==> src/rtl/switch_dispatch_if.sv <==
// rtl/switch_dispatch_if.sv - stream-in / multicast-out bundle for the switch dispatcher
interface switch_dispatch_if #(
    parameter int NUM_OF_PORTS = 4,
    parameter int W_WIDTH      = 8
);
    logic [W_WIDTH-1:0]      data_in;
    logic                    data_valid_in;
    logic                    data_ready_out;
    logic [W_WIDTH-1:0]      cfg_addr_0;
    logic [W_WIDTH-1:0]      cfg_addr_1;
    logic [W_WIDTH-1:0]      cfg_addr_2;
    logic [W_WIDTH-1:0]      cfg_addr_3;
    logic [W_WIDTH-1:0]      port_data_out;
    logic [NUM_OF_PORTS-1:0] port_valid_out;
    logic                    port_eop_out;
    logic [NUM_OF_PORTS-1:0] port_ready_in;
    logic                    pkt_drop;
    logic                    busy;

    // Dispatcher side
    modport slave (
        input  data_in, data_valid_in,
        input  cfg_addr_0, cfg_addr_1, cfg_addr_2, cfg_addr_3,
        input  port_ready_in,
        output data_ready_out, port_data_out, port_valid_out, port_eop_out,
        output pkt_drop, busy
    );

    // Upstream source, register block and output ports
    modport master (
        output data_in, data_valid_in,
        output cfg_addr_0, cfg_addr_1, cfg_addr_2, cfg_addr_3,
        output port_ready_in,
        input  data_ready_out, port_data_out, port_valid_out, port_eop_out,
        input  pkt_drop, busy
    );
endinterface

==> src/rtl/switch_dispatch.sv <==
// rtl/switch_dispatch.sv - per-packet DA decode and registered multicast forwarding
module switch_dispatch #(
    parameter int NUM_OF_PORTS = 4,
    parameter int W_WIDTH      = 8
) (
    input  logic             clk,
    input  logic             rst_n,
    switch_dispatch_if.slave bus
);

    typedef enum logic [2:0] {
        S_IDLE,
        S_HDR_SA,
        S_HDR_LEN,
        S_PAYLOAD,
        S_DROP
    } state_t;

    // Position inside a dropped packet (DA already consumed)
    localparam logic [1:0] DP_SA  = 2'd0;
    localparam logic [1:0] DP_LEN = 2'd1;
    localparam logic [1:0] DP_PAY = 2'd2;

    localparam logic [W_WIDTH-1:0] ONE = W_WIDTH'(1);

    state_t                  r_state;
    state_t                  w_state_nxt;
    logic [NUM_OF_PORTS-1:0] r_mask;
    logic [NUM_OF_PORTS-1:0] w_mask_nxt;
    logic [W_WIDTH-1:0]      r_rem;
    logic [W_WIDTH-1:0]      w_rem_nxt;
    logic [1:0]              r_drop_phase;
    logic [1:0]              w_drop_phase_nxt;

    logic [W_WIDTH-1:0]      r_data;
    logic [NUM_OF_PORTS-1:0] r_valid;
    logic                    r_eop;
    logic                    r_drop;

    logic [NUM_OF_PORTS-1:0] w_match;
    logic                    w_fire;
    logic                    w_ready;
    logic                    w_accept;
    logic                    w_load;
    logic [NUM_OF_PORTS-1:0] w_load_mask;
    logic                    w_load_eop;
    logic                    w_drop_pulse;

    // DA compare against the live cfg; only consulted in IDLE
    assign w_match = {bus.data_in == bus.cfg_addr_3,
                      bus.data_in == bus.cfg_addr_2,
                      bus.data_in == bus.cfg_addr_1,
                      bus.data_in == bus.cfg_addr_0};

    // Fire needs every targeted port ready at once; untargeted ports are ignored
    assign w_fire = (r_valid != '0) && ((r_valid & ~bus.port_ready_in) == '0);

    // One-entry output register: accept when empty or draining this cycle.
    // Dropped bytes never touch the register, so DROP always accepts.
    assign w_ready  = (r_state == S_DROP) || (r_valid == '0) || w_fire;
    assign w_accept = bus.data_valid_in && w_ready;

    // Next-state decode: which byte is forwarded, its eop flag, and counter updates
    always_comb begin
        w_state_nxt      = r_state;
        w_mask_nxt       = r_mask;
        w_rem_nxt        = r_rem;
        w_drop_phase_nxt = r_drop_phase;
        w_load           = 1'b0;
        w_load_mask      = r_mask;
        w_load_eop       = 1'b0;
        w_drop_pulse     = 1'b0;
        if (w_accept) begin
            case (r_state)
                S_IDLE: begin
                    if (w_match != '0) begin
                        w_load      = 1'b1;
                        w_load_mask = w_match;
                        w_mask_nxt  = w_match;
                        w_state_nxt = S_HDR_SA;
                    end else begin
                        w_drop_pulse     = 1'b1;
                        w_drop_phase_nxt = DP_SA;
                        w_state_nxt      = S_DROP;
                    end
                end
                S_HDR_SA: begin
                    w_load      = 1'b1;
                    w_state_nxt = S_HDR_LEN;
                end
                S_HDR_LEN: begin
                    w_load    = 1'b1;
                    w_rem_nxt = bus.data_in;
                    if (bus.data_in == '0) begin
                        w_load_eop  = 1'b1;
                        w_state_nxt = S_IDLE;
                    end else begin
                        w_state_nxt = S_PAYLOAD;
                    end
                end
                S_PAYLOAD: begin
                    w_load    = 1'b1;
                    w_rem_nxt = (r_rem != '0) ? (r_rem - ONE) : '0;
                    if (r_rem <= ONE) begin
                        w_load_eop  = 1'b1;
                        w_state_nxt = S_IDLE;
                    end
                end
                S_DROP: begin
                    case (r_drop_phase)
                        DP_SA: w_drop_phase_nxt = DP_LEN;
                        DP_LEN: begin
                            w_rem_nxt = bus.data_in;
                            if (bus.data_in == '0) begin
                                w_state_nxt = S_IDLE;
                            end else begin
                                w_drop_phase_nxt = DP_PAY;
                            end
                        end
                        default: begin
                            w_rem_nxt = (r_rem != '0) ? (r_rem - ONE) : '0;
                            if (r_rem <= ONE) begin
                                w_state_nxt = S_IDLE;
                            end
                        end
                    endcase
                end
                default: w_state_nxt = S_IDLE;
            endcase
        end
    end

    // FSM state, latched port mask and remaining-byte counters
    always_ff @(posedge clk or negedge rst_n) begin
        if (!rst_n) begin
            r_state      <= S_IDLE;
            r_mask       <= '0;
            r_rem        <= '0;
            r_drop_phase <= DP_SA;
        end else begin
            r_state      <= w_state_nxt;
            r_mask       <= w_mask_nxt;
            r_rem        <= w_rem_nxt;
            r_drop_phase <= w_drop_phase_nxt;
        end
    end

    // Output register: load on forward, hold while stalled, empty after a bare fire
    always_ff @(posedge clk or negedge rst_n) begin
        if (!rst_n) begin
            r_data  <= '0;
            r_valid <= '0;
            r_eop   <= 1'b0;
        end else if (w_load) begin
            r_data  <= bus.data_in;
            r_valid <= w_load_mask;
            r_eop   <= w_load_eop;
        end else if (w_fire) begin
            r_valid <= '0;
            r_eop   <= 1'b0;
        end
    end

    // Single-cycle drop indication for an unmatched DA
    always_ff @(posedge clk or negedge rst_n) begin
        if (!rst_n) begin
            r_drop <= 1'b0;
        end else begin
            r_drop <= w_drop_pulse;
        end
    end

    assign bus.data_ready_out = w_ready;
    assign bus.port_data_out  = r_data;
    assign bus.port_valid_out = r_valid;
    assign bus.port_eop_out   = r_eop && (r_valid != '0);
    assign bus.pkt_drop       = r_drop;
    assign bus.busy           = (r_state != S_IDLE) || (r_valid != '0);

endmodule

==> src/flat_wrapper.sv <==
// flat-port wrapper written by rule: the top's interface ports become plain ports
module switch_dispatch_flat 
#(
    parameter int NUM_OF_PORTS = 4,
    parameter int W_WIDTH      = 8
)
  (clk, rst_n, bus_data_in, bus_data_valid_in, bus_cfg_addr_0, bus_cfg_addr_1, bus_cfg_addr_2, bus_cfg_addr_3, bus_port_ready_in, bus_data_ready_out, bus_port_data_out, bus_port_valid_out, bus_port_eop_out, bus_pkt_drop, bus_busy);
  switch_dispatch_if #(.NUM_OF_PORTS(NUM_OF_PORTS), .W_WIDTH(W_WIDTH)) bus_i ();
  input  logic clk;
  input  logic rst_n;
  input wire logic [$bits(bus_i.data_in)-1:0] bus_data_in;
  input wire logic [$bits(bus_i.data_valid_in)-1:0] bus_data_valid_in;
  input wire logic [$bits(bus_i.cfg_addr_0)-1:0] bus_cfg_addr_0;
  input wire logic [$bits(bus_i.cfg_addr_1)-1:0] bus_cfg_addr_1;
  input wire logic [$bits(bus_i.cfg_addr_2)-1:0] bus_cfg_addr_2;
  input wire logic [$bits(bus_i.cfg_addr_3)-1:0] bus_cfg_addr_3;
  input wire logic [$bits(bus_i.port_ready_in)-1:0] bus_port_ready_in;
  output wire logic [$bits(bus_i.data_ready_out)-1:0] bus_data_ready_out;
  output wire logic [$bits(bus_i.port_data_out)-1:0] bus_port_data_out;
  output wire logic [$bits(bus_i.port_valid_out)-1:0] bus_port_valid_out;
  output wire logic [$bits(bus_i.port_eop_out)-1:0] bus_port_eop_out;
  output wire logic [$bits(bus_i.pkt_drop)-1:0] bus_pkt_drop;
  output wire logic [$bits(bus_i.busy)-1:0] bus_busy;
  assign bus_i.data_in = bus_data_in;
  assign bus_i.data_valid_in = bus_data_valid_in;
  assign bus_i.cfg_addr_0 = bus_cfg_addr_0;
  assign bus_i.cfg_addr_1 = bus_cfg_addr_1;
  assign bus_i.cfg_addr_2 = bus_cfg_addr_2;
  assign bus_i.cfg_addr_3 = bus_cfg_addr_3;
  assign bus_i.port_ready_in = bus_port_ready_in;
  assign bus_data_ready_out = bus_i.data_ready_out;
  assign bus_port_data_out = bus_i.port_data_out;
  assign bus_port_valid_out = bus_i.port_valid_out;
  assign bus_port_eop_out = bus_i.port_eop_out;
  assign bus_pkt_drop = bus_i.pkt_drop;
  assign bus_busy = bus_i.busy;
  switch_dispatch #(.NUM_OF_PORTS(NUM_OF_PORTS), .W_WIDTH(W_WIDTH)) u_core (.clk(clk), .rst_n(rst_n), .bus(bus_i));
endmodule
==> config.mk <==
export PLATFORM = sky130hd
export DESIGN_NAME = switch_dispatch_flat
export DESIGN_NICKNAME = d
export VERILOG_FILES = /design/src/rtl/switch_dispatch_if.sv /design/src/rtl/switch_dispatch.sv /design/src/flat_wrapper.sv
export SDC_FILE = /design/constraint.sdc
export NUM_CORES = 1
export LEC_CHECK = 0
export ABC_AREA = 1
export BUFFER_PORTS_ARGS = -buffer_cell sky130_fd_sc_hd__buf_4
export CAP_MARGIN = 40
export CORE_AREA = 2 2 81 83
export DETAILED_ROUTE_END_ITERATION = 10
export DIE_AREA = 0 0 83 85
export SYNTH_ARGS = -nofsm -noshare
export SYNTH_HDL_FRONTEND = slang
export SYNTH_SLANG_ARGS = --single-unit
==> constraint.sdc <==
create_clock -name clk -period 3.6 [get_ports clk]
set_input_delay 0.18 -clock clk [delete_from_list [all_inputs] [get_ports clk]]
set_output_delay 0.18 -clock clk [all_outputs]
set_load 0.05 [all_outputs]
### Word level (Yosys, flattened, before mapping)

Index checks and enable logic that the tools add are counted.

| operators by class | value |
|---|---|
| equality and inequality tests | 14 |
| divide/modulo/power cells | 0 |
| multipliers | 0 |
| $add $sub $neg | 1 |
| shift operators | 0 |
| multiplexer cells | 30 |
| bitwise operators | 2 |
| reductions and logical operators | 22 |
| order comparisons | 1 |

Operators by type and width:

| kind | count |
|---|---|
| $eq 8x8->1 | 4 |
| $pmux 8 s3 | 1 |
| $mux 4 | 5 |
| $pmux 8 s2 | 1 |
| $pmux 3 s5 | 1 |
| $mux 1 | 10 |
| $mux 3 | 3 |
| $ne 3x3->1 const B | 3 |
| $le 8x1->1 const B | 1 |
| $logic_not 4->1 | 2 |
| $logic_not 8->1 | 1 |
| $mux 8 | 1 |
| $pmux 2 s2 | 2 |
| $reduce_bool 4->1 | 2 |
| $reduce_bool 8->1 | 1 |
| $sub 8x1->8 const B | 1 |
| $eq 3x2->1 const B | 2 |
| $mux 2 | 3 |
| $pmux 3 s2 | 1 |
| $reduce_and 3->1 | 2 |
| $reduce_bool 3->1 | 2 |
| $reduce_and 5->1 | 1 |
| $and 4x4->4 | 1 |
| $ne 2x2->1 const B | 2 |
| other kinds (11) | 17 |

| storage, ports and cells | value |
|---|---|
| register bits | 31 |
| latch bits | 0 |
| input port bits | 47 |
| bits in writable memories | 0 |
| memories | 0 |
| ROM bits | 0 |
| word-level logic and storage cells | 78 |
| output and inout bits | 16 |

### Logic depth before layout (Yosys ltp)

Gate-level depths: netlist of run 1.

| logic depth | value |
|---|---|
| depth after elaboration | 8 |
| mapped depth | 13 |
| mapped depth without buffers | 13 |

### Least setup slack after synthesis of run 1

OpenSTA, ideal clock, no wires.

| timing | value |
|---|---|
| kind | register -> register |
| from | register u_core.r_valid[2] (netlist: u_core.bus.port_valid_out[2]) |
| to | register u_core.r_valid[3] (netlist: u_core.bus.port_valid_out[3]) |
| stages on the path, launching flop included | 12 |
| library setup time | 0.067 ns |
| path slack | 1.911 ns |
| buffers on the path | 1 |
| data required time | 3.533 ns |
| data arrival time | 1.622 ns |
| cells stage by stage | dfrtp_1 -> inv_1 -> o22ai_1 -> nor2_1 -> nor2_2 -> nor2_4 -> nand2_1 -> clkinv_2 -> nand2_4 -> buf_12 -> nand3_1 -> nand2_1 |

| on the way | value |
|---|---|
| word-level cells in the longest chain between the ends | 7 |
| elaborated cells on any way between the ends | 12 |

Ends and longest elaborated chain:

| what | line | RTL |
|---|---|---|
| start: declaration | switch_dispatch.sv:36 | `logic [NUM_OF_PORTS-1:0] r_valid;` |
| start signal: assignment | switch_dispatch.sv:156 | `r_valid <= w_load_mask;` |
| $and 4x4->4 | switch_dispatch.sv:56 | `assign w_fire = (r_valid != '0) && ((r_valid & ~bus.port_ready_in) == '0);` |
| $logic_not 4->1 | switch_dispatch.sv:56 |  |
| $logic_and 1x1->1 | switch_dispatch.sv:56 |  |
| $logic_or 1x1->1 | switch_dispatch.sv:60 | `assign w_ready = (r_state == S_DROP) \|\| (r_valid == '0) \|\| w_fire;` |
| $logic_and 1x1->1 | switch_dispatch.sv:61 | `assign w_accept = bus.data_valid_in && w_ready;` |
| $mux 4 or $mux 1 (tied branches) | -- |  |
| $mux 4 or $reduce_bool 2->1 (tied branches) | -- |  |

Parallel ways exist; a longest one is shown, timed or not.
A chain may end at the register's enable or synchronous reset.

### Worst setup path in the final report of run 1

| timing | value |
|---|---|
| from | register u_core.r_state[1] |
| to | register u_core.r_rem[2] |

| on the way | value |
|---|---|
| word-level cells in the longest chain between the ends | 5 |
| elaborated cells on any way between the ends | 10 |

Ends and longest elaborated chain:

| what | line | RTL |
|---|---|---|
| start: declaration | switch_dispatch.sv:26 | `state_t r_state;` |
| start signal: assignment | switch_dispatch.sv:141 | `r_state <= w_state_nxt;` |
| $eq 3x3->1 | switch_dispatch.sv:60, switch_dispatch.sv:74 |  |
| $logic_or 1x1->1 (2 in series) | switch_dispatch.sv:60 |  |
| $logic_and 1x1->1 | switch_dispatch.sv:61 |  |
| $reduce_and 3->1 (no line) | -- |  |
| end signal: assignment | switch_dispatch.sv:143 | `r_rem <= w_rem_nxt;` |
| end: declaration | switch_dispatch.sv:30 | `logic [W_WIDTH-1:0] r_rem;` |

Parallel ways exist; a longest one is shown, timed or not.

==> results of run 1 <==
## how the worst max path moves through the flow
stage	start	to	slack [ps]	cells after the start
floorplan	u_core.bus.port_valid_out[2]	u_core.bus.port_valid_out[3]	1910	11
global placement	u_core.bus.port_valid_out[1]	u_core.r_rem[3]	1830	10
detailed placement	u_core.r_state[1]	u_core.r_rem[2]	1800	10
CTS	u_core.r_state[1]	u_core.r_rem[2]	1800	10
global route	u_core.bus.port_valid_out[0]	u_core.r_rem[3]	1600	10
finish	u_core.r_state[1]	u_core.r_rem[2]	1800	10
## sequential cells by signal (all words and copies together) (netlist names)
| signal | cells |
|---|---|
| u_core.bus.pkt_drop | 1 |
| u_core.bus.port_data_out | 8 |
| u_core.bus.port_valid_out | 4 |
| u_core.r_drop_phase | 2 |
| u_core.r_eop | 1 |
| u_core.r_mask | 4 |
| u_core.r_rem | 8 |
| u_core.r_state | 3 |
## metrics by stage
stage	setup slack, ps	cells	hold WS (ps)
after floorplan	1911	373	-115.6
after global routing	1597	518	220.7
final	1800	518	199.7
after CTS	1796	518	199.5
after detailed placement	1801	509	147.9
after global placement	1828	509	140.3
## power by group
part | internal, mW | switching [mW]
Combinational | 0.495 | 1.02
Clock | 0.174 | 0.137
Sequential | 0.501 | 0.129
Total | 1.17 | 1.29
## layout make-up
class | count | area, um^2
fillers | 632 | 3142
clock inverters | 1 | 7.507
inverters | 66 | 249.0
multi-input cells | 273 | 1363
flip-flops and latches | 31 | 775.7
clock buffers | 7 | 96.34
well taps | 77 | 96.34
repair buffers | 63 | 475.5
## routing by layer
metal / up-vias / GRT usage / part of all wire / routed length (um)
met4: 0 / 0.04620 / 0.0050 / 30
met2: 43 / 0.3174 / 0.49 / 2928
met5: - / 0 / 0 / 0
met3: 2 / 0.03891 / 0.042 / 250
li1: 1268 / - / - / -
met1: 1076 / 0.2358 / 0.46 / 2781
## cell usage in the layout, fill, tap and decap left out, types with 2 or more instances in the layout
| master | Yosys | final |
|---|---|---|
| buf_4 | 0 | 62 |
| inv_2 | 11 | 11 |
| dfrtp_1 | 31 | 31 |
| xor2_1 | 7 | 7 |
| o31ai_1 | 2 | 2 |
| nand3_1 | 8 | 8 |
| o22ai_1 | 8 | 8 |
| nand4_1 | 3 | 3 |
| nand2_1 | 149 | 149 |
| nor2_1 | 37 | 37 |
| o21ai_2 | 14 | 14 |
| o21ai_1 | 3 | 3 |
| ha_1 | 3 | 3 |
| nor2_4 | 4 | 4 |
| inv_1 | 54 | 54 |
| nor3_1 | 2 | 2 |
| nand2_2 | 10 | 10 |
| nor2_2 | 5 | 5 |
| a21oi_1 | 3 | 3 |
| o21ai_0 | 6 | 6 |
| clkbuf_8 | 0 | 7 |
## tightest hold or removal path, stage by stage
cell and delay [ps]:
buf_4 110, nand4_1 100, nor2_1 60
## cells by family after synthesis
kind of cell | after synthesis | synth area share
AO/OA/AOI/OAI | 39 | 0.1208
XOR/XNOR | 8 | 0.02879
adder cells (fa/ha/maj) | 3 | 0.01543
buffers and inverters | 69 | 0.1213
flip-flops | 31 | 0.3188
AND/OR/NAND/NOR | 223 | 0.3949
==> metrics.csv, run 1 <==
metric,value,unit
yosysMostFrequentCell,nand2_1,
fin_setup_tns,0,ps
vdd_drop_max,0.5054,mV
r2r_slack,1800,ps
holdBufCountCts,1,
post-cts-setup-buffers,0,
first_global_vias,2333,
grt_usage,0.1838,
htree_levels,2,
die_w,83,um
viasPerCell,4.612,
yosys-top-cells-area,"dfrtp_1 32%, nand2_1 23%, inv_1 8.3%",
wl_per_cell,11.57,um
netlist_instances,373,
final_util,0.4936,
first_pass_iters,4,
ant_nets,0,
drt-initial-drc-count,92,
syn_nets,423,
final_layout_size_suffix_gt1_frac,0.2721,
cts_made_buffers,5,
insertion_delay,280,ps
leakagePower,1.762,nW
synth_area_per_cell,6.524,um^2
worst_r2r_path_depth,10,
crit_family,simple AND/OR/NAND/NOR gates,
crit_path_start_kind,flip-flop,
min_period,1800,ps
cts-root-buf,clkbuf_8,
rsz0062_at_grt,false,
crit-reg2reg-launch,u_core.r_state[1],
synth_top_area_cell,dfrtp_1,
hold_path.class,input pin to flip-flop,
critPathMaxStageDelay,380,ps
num_rows,29,
antenna_found_initial,0,
async_flop_share,1.000,
status,completed,
setup_viol,0,
gp_congestion,0.8834,
area_growth,25.86,%
fin_crit_sh,0.5000,
synth_edf_count,0,
power,2.459,mW
drv_slew,0,
max_slew_margin,0.6397,
cts_tree,done,
cts.sinks,31,
clock_skew,11.80,ps
drt_drc_violations_left,0,
ys_seq_area_frac,0.3188,
cts_buffer_depth,2,
crit_required,3780,ps
crit_fanout,13,
crit_buf_inv,2,
grt.overflow.total,0,
dieArea,7055,um^2
num_vias,2389,
die_h,85,um
synth_cell_types,32,
nets,490,
synth_top_flop_cell,dfrtp_1,
worst_slew_pin_slew,540.5,ps
yosys_warnings,0,
placed_cell_area,2949,um^2
cp_slowest_cell,dfrtp_1,
finalHoldViolations,0,
initial_core_util,0.3922,
clk_pin_slew,70,ps
ys_top_cells_by_count,"149 x nand2_1, 54 x inv_1, 37 x nor2_1, 31 x dfrtp_1, 14 x o21ai_2",
worstPathArrival,1980,ps
critPathKind,flip-flop to flip-flop,
portBuffers,62,
post-route-cell-area,3063,um^2
cts_resized,0,
antenna_cells,0,
worstPathCellList,"inv_1, nand2_2, nor2_8, nor2_2, nor2_4, o21ai_2, nor2_4, inv_1, nand2_1, nand2_1",
ys_ff_latch,31,
hp-start,bus_data_valid_in,
grt_start_max_net_pins,32,
end_kind,flip-flop,
ios,63,
hold_path_depth,3,
pwr_density_cell,802.8,nW/um^2
core,6205,um^2
routed_wirelength,5991,um
synth.cell_area,2434,um^2
min_to,u_core.bus.pkt_drop,
grt_first_pass_wirelength,10600,um
drv_cap,0,
hpwl,4732,um
yosys.area.top_type_share,0.3188,
max_freq,0.5555,GHz
r2r_end,u_core.r_rem[2],
(Power assumes the default switching activity.)
==> run 2, diff against run 1 <==
- ABC_AREA: 1 -> 0
- CORE_AREA: 2 2 81 83 -> 2 2 77 79
- DIE_AREA: 0 0 83 85 -> 0 0 79 81
- clock period: 3.6 -> 1.79 ns (I/O delays scaled with it)
==> run 2 against run 1 <==
Net effect:
- wire length decreased by 13%
- sequential share of layout area grew 0.59 points
- area after synthesis down 11%
- register-to-register slack worse by 1700 ps
- via count decreased by 21%
- critical path depth decreased by 4
- maximum frequency rose by 4.3%
- worst hold slack got worse by 100 ps
- combinational power is 25% higher
- first-iteration DRC count grew 5.4%
- die area is 9.3% lower
- clock power increased by 130%
==> metrics.csv, run 2 <==
metric,value,unit
drt_drc_violations_left,0,
fin_cells,375,
antenna_cells,0,
post-cts-setup-buffers,0,
gp_congestion,0.8306,
holdWs,94.91,ps
yosys.area.top_type_share,0.3573,
ys_ff_latch,31,
status,completed,
leakagePower,1.375,nW
hpwl,4086,um
antenna_found_initial,0,
cts_tree,done,
clk_pin_slew,70,ps
power,3.726,mW
cts.sinks,31,
place_inst,366,
rsz0062_at_grt,true,
end_kind,flip-flop,
cts-root-buf,clkbuf_8,
r2r_slack,60,ps
routed_wirelength,5231,um
setup_viol,0,
async_flop_share,1.000,
insertion_delay,290,ps
drv_slew,0,
fin_crit_sh,0.9644,
clock_skew,6.848,ps
drv_cap,0,
crit_start,u_core.r_rem[5],
portBuffers,62,
layout_commonest_cell,buf_4,
crit_end,u_core.r_rem[1],
vdd_drop_max,0.4949,mV
post-route-cell-area,3013,um^2
ant_nets,0,
crit_fanout,6,
num_vias,1889,
synth.cell_area,2171,um^2
final_cell_mix,"91 x buf_4, 33 x xnor2_1, 27 x dfrtp_1",
yosysMostFrequentCell,xnor2_1,
netlist_instances,213,
grt_usage,0.1784,
dieArea,6399,um^2
worst_slew_pin_slew,442.1,ps
area_growth,38.79,%
viasPerCell,5.037,
cts_made_buffers,5,
crit-reg2reg-launch,u_core.r_rem[5],
first_pass_iters,4,
crit_required,1950,ps
drt-initial-drc-count,97,
synth_edf_count,0,
wl_per_cell,13.95,um
synth_top_flop_cell,dfrtp_1,
synth_area_per_cell,10.19,um^2
grt_first_pass_wirelength,8942,um
initial_core_util,0.3825,
first_global_vias,1937,
htree_levels,2,
cts_buffer_depth,2,
crit_path_start_kind,flip-flop,
grt.overflow.total,0,
hold_path.class,input pin to flip-flop,
yosys-top-cells-area,"dfrtp_1 36%, xnor2_1 13%, mux2_4 5.5%",
num_rows,28,
die_h,81,um
ys_seq_area_frac,0.3573,
yosys_warnings,0,
max_slew_margin,0.7053,
grt_start_max_net_pins,32,
final_util,0.5309,
core,5675,um^2
critPathKind,flip-flop to flip-flop,
min_period,1726,ps
nets,349,
synth_cell_types,47,
placed_cell_area,2846,um^2
worst_r2r_path_depth,6,
die_w,79,um
ios,63,
pwr_density_cell,1237,nW/um^2
syn_nets,263,
worstPathArrival,1890,ps
synth_top_area_cell,dfrtp_1,
ys_top_cells_by_count,"33 x xnor2_1, 31 x dfrtp_1, 13 x o21ai_0, 12 x nand2_1, 10 x buf_6",
r2r_end,u_core.r_rem[1],
max_freq,0.5793,GHz
final_layout_size_suffix_gt1_frac,0.4433,
finalHoldViolations,0,
## run 2: kinds of logic (layout without fill, tap and decap cells)
logic type               count (synthesis)  count (layout)  share of synthesized area
AND/OR/NAND/NOR                         59              59                     0.1643
flip-flops                              31              31                     0.3573
buffers and inverters                   21             108                    0.07493
AO/OA/AOI/OAI                           57              57                     0.1873
multiplexers                             9               9                    0.06571
XOR/XNOR                                33              33                     0.1331
adder cells (fa/ha/maj)                  3               3                    0.01729
## run 2: power breakdown
part	total (mW)	internal (mW)	switching, mW
registers	1.10	0.909	0.192
logic	1.90	0.834	1.06
clock network	0.728	0.450	0.278
## run 2: per-layer routing
| metal | wire length (um) | vias up | global-route usage |
|---|---|---|---|
| li1 | - | 939 | - |
| met1 | 2452 | 881 | 0.2296 |
| met2 | 2424 | 63 | 0.3034 |
| met3 | 278 | 6 | 0.03667 |
| met4 | 76 | 0 | 0.05345 |
| met5 | 0 | - | 0 |
## run 2: repair_timing
item / CTS / global route
setup endpoints to repair: 9 / 24
hold endpoints to repair: 31 / 0
resized for setup: 2 / 13
gates cloned: 0 / 0
hold buffers: 1 / 0
pin swaps: 0 / 4
## run 2: area by class of cell
class | count | area (um^2)
well taps | 75 | 93.84
repair buffers | 92 | 693.2
clock buffers | 6 | 82.58
clock inverters | 2 | 35.03
inverters | 8 | 30.03
flip-flops and latches | 31 | 780.7
fillers | 544 | 2663
multi-input cells | 161 | 1297
## run 2: metrics by stage
| stage | setup slack, ps | setup TNS [ps] |
|---|---|---|
| floorplan | -79.42 | -1070 |
| global placement | -8.246 | -64.18 |
| detailed placement | -39.80 | -292.7 |
| CTS | 28.71 | 0 |
| global route | -74.60 | -214.4 |
| finish | 63.75 | 0 |
## run 2: worst min-delay path by stage
stage	startpoint	to	slack, ps	cells after the start
floorplan	rst_n	u_core.bus.pkt_drop	-210	0
global placement	rst_n	u_core.r_mask[2]	50	1
detailed placement	rst_n	u_core.r_mask[1]	60	1
CTS	bus_data_valid_in	u_core.r_drop_phase[1]	90	2
global route	bus_data_valid_in	u_core.r_drop_phase[1]	120	2
finish	bus_data_valid_in	u_core.r_drop_phase[1]	90	2
## run 2: worst max-delay path, stage by stage (launching register included)
cell	delay, ps
dfrtp_1	410
nor4_4	310
nor3b_4	310
a21o_1	260
nor2_1	60
a211oi_1	200
a21oi_1	60
==> run 3, diff against run 2 <==
- CORE_AREA: 2 2 77 79 -> 2 2 68 70
- DIE_AREA: 0 0 79 81 -> 0 0 70 72
- PLACE_DENSITY: default -> 0.78
==> run 3 against run 2 <==
Net effect:
- global-route usage up 4.1 points
- power up 2.6%
- clock power down 16%
- register-to-register slack worse by 60 ps
- core utilization up 19 points
- sequential cell count unchanged
- worst setup slack worse by 61 ps
- maximum frequency down 3.4%
- clock skew down 1.3 ps
- critical path depth unchanged
- sequential power about the same
- largest power group unchanged
==> metrics.csv, run 3 (same netlist as run 2, synthesis figures left out) <==
metric,value,unit
grt_usage,0.2191,
crit_family,simple AND/OR/NAND/NOR gates,
cts_buffer_depth,2,
worst_r2r_path_depth,6,
drt-initial-drc-count,129,
core,4264,um^2
num_vias,2011,
hpwl,4091,um
drt_drc_violations_left,0,
final_cell_mix,"93 x buf_4, 33 x xnor2_1, 27 x dfrtp_1",
cp_slowest_cell,dfrtp_1,
critPathKind,flip-flop to flip-flop,
ant_nets,0,
crit_required,1960,ps
htree_levels,2,
viasPerCell,5.633,
crit_fanout,3,
finalHoldViolations,0,
drv_cap,0,
hold_path_depth,2,
cts_tree,done,
crit_path_start_kind,flip-flop,
pwr_density_cell,1250,nW/um^2
fin_cells,357,
hold_path.class,input pin to flip-flop,
die_w,70,um
area_growth,40.86,%
wl_per_cell,16.16,um
max_freq,0.5597,GHz
antenna_cells,0,
worstPathArrival,1960,ps
num_rows,24,
initial_core_util,0.5091,
critPathMaxStageDelay,410,ps
min_period,1787,ps
setup_viol,0,
clock_skew,5.534,ps
end_kind,flip-flop,
drv_slew,0,
cts-root-buf,clkbuf_8,
cts.sinks,31,
nets,354,
gp_congestion,0.8150,
status,completed,
portBuffers,62,
insertion_delay,280,ps
antenna_found_initial,0,
crit_buf_inv,0,
grt_start_max_net_pins,32,
layout_commonest_cell,buf_4,
clk_pin_slew,70,ps
cp_num_cells,6,
final_layout_size_suffix_gt1_frac,0.4721,
cts_made_buffers,5,
dieArea,5040,um^2
ios,63,
place_inst,344,
first_pass_iters,4,
leakagePower,1.399,nW
die_h,72,um
first_global_vias,1952,
worst_slew_pin_slew,409.9,ps
rsz0062_at_grt,true,
grt_first_pass_wirelength,8838,um
worstPathCellList,"nor4_4, nor3b_4, o21ai_1, mux2i_4, nor2b_1, a211o_1",
max_slew_margin,0.7268,
fin_crit_sh,0.9982,
vdd_drop_max,0.6082,mV
power,3.822,mW
routed_wirelength,5770,um
grt.overflow.total,0,
==> run 3: stage by stage <==
step	TNS, ps	util	cell area, um^2	setup slack [ps]	hold slack [ps]
finish	0	0.7171	3058	3.219	96.20
global route	-627.3	0.7171	3058	-60.77	114.1
CTS	0	0.6948	2963	8.035	90.86
detailed placement	-489.2	0.6626	2825	-58.87	50.68
global placement	-109.9	0.6626	2825	-14.12	44.68
floorplan	-1070	-	2202	-79.42	-206.1
==> run 3: power by group <==
group	internal [mW]	total [mW]	switching [mW]
sequential	0.909	1.13	0.218
clock	0.351	0.611	0.260
combinational	0.910	2.08	1.17
total	2.17	3.82	1.65
==> run 3: path summary, 6_finish.rpt <==
path / slack (ps) / to / from
worst min register to register: 510 / u_core.r_mask[3] / u_core.r_mask[3]
max in group asynchronous: 1200 / u_core.bus.port_valid_out[3] / rst_n
min in group asynchronous: 280 / u_core.bus.port_valid_out[1] / rst_n
worst max register to register: 3 / u_core.r_state[1] / u_core.r_rem[5]
worst max-delay path: 3 / u_core.r_state[1] / u_core.r_rem[5]
worst min-delay path: 100 / u_core.r_drop_phase[1] / bus_data_valid_in
==> run 3: cell type report <==
cell class | instances | area, um^2
clock buffer | 8 | 100.1
fill | 343 | 1206
inverter | 8 | 30.03
multi-input combinational | 162 | 1351
sequential | 31 | 780.7
tap | 52 | 65.06
timing repair buffer | 96 | 730.7
==> run 3: metal layers <==
layer | wire [um] | vias up | GRT usage
li1 | - | 951 | -
met3 | 381 | 9 | 0.03611
met2 | 2851 | 102 | 0.3799
met4 | 89 | 0 | 0.08120
met1 | 2447 | 949 | 0.2778
met5 | 0 | - | 0
==> run 3: repair_timing <==
action | CTS | global route
setup buffers | 2 | 1
hold buffers | 1 | 0
gates cloned | 0 | 1
gates resized for setup | 4 | 24
endpoints found under the setup margin | 14 | 25
pin swaps | 0 | 2
endpoints found under the hold margin | 31 | 0
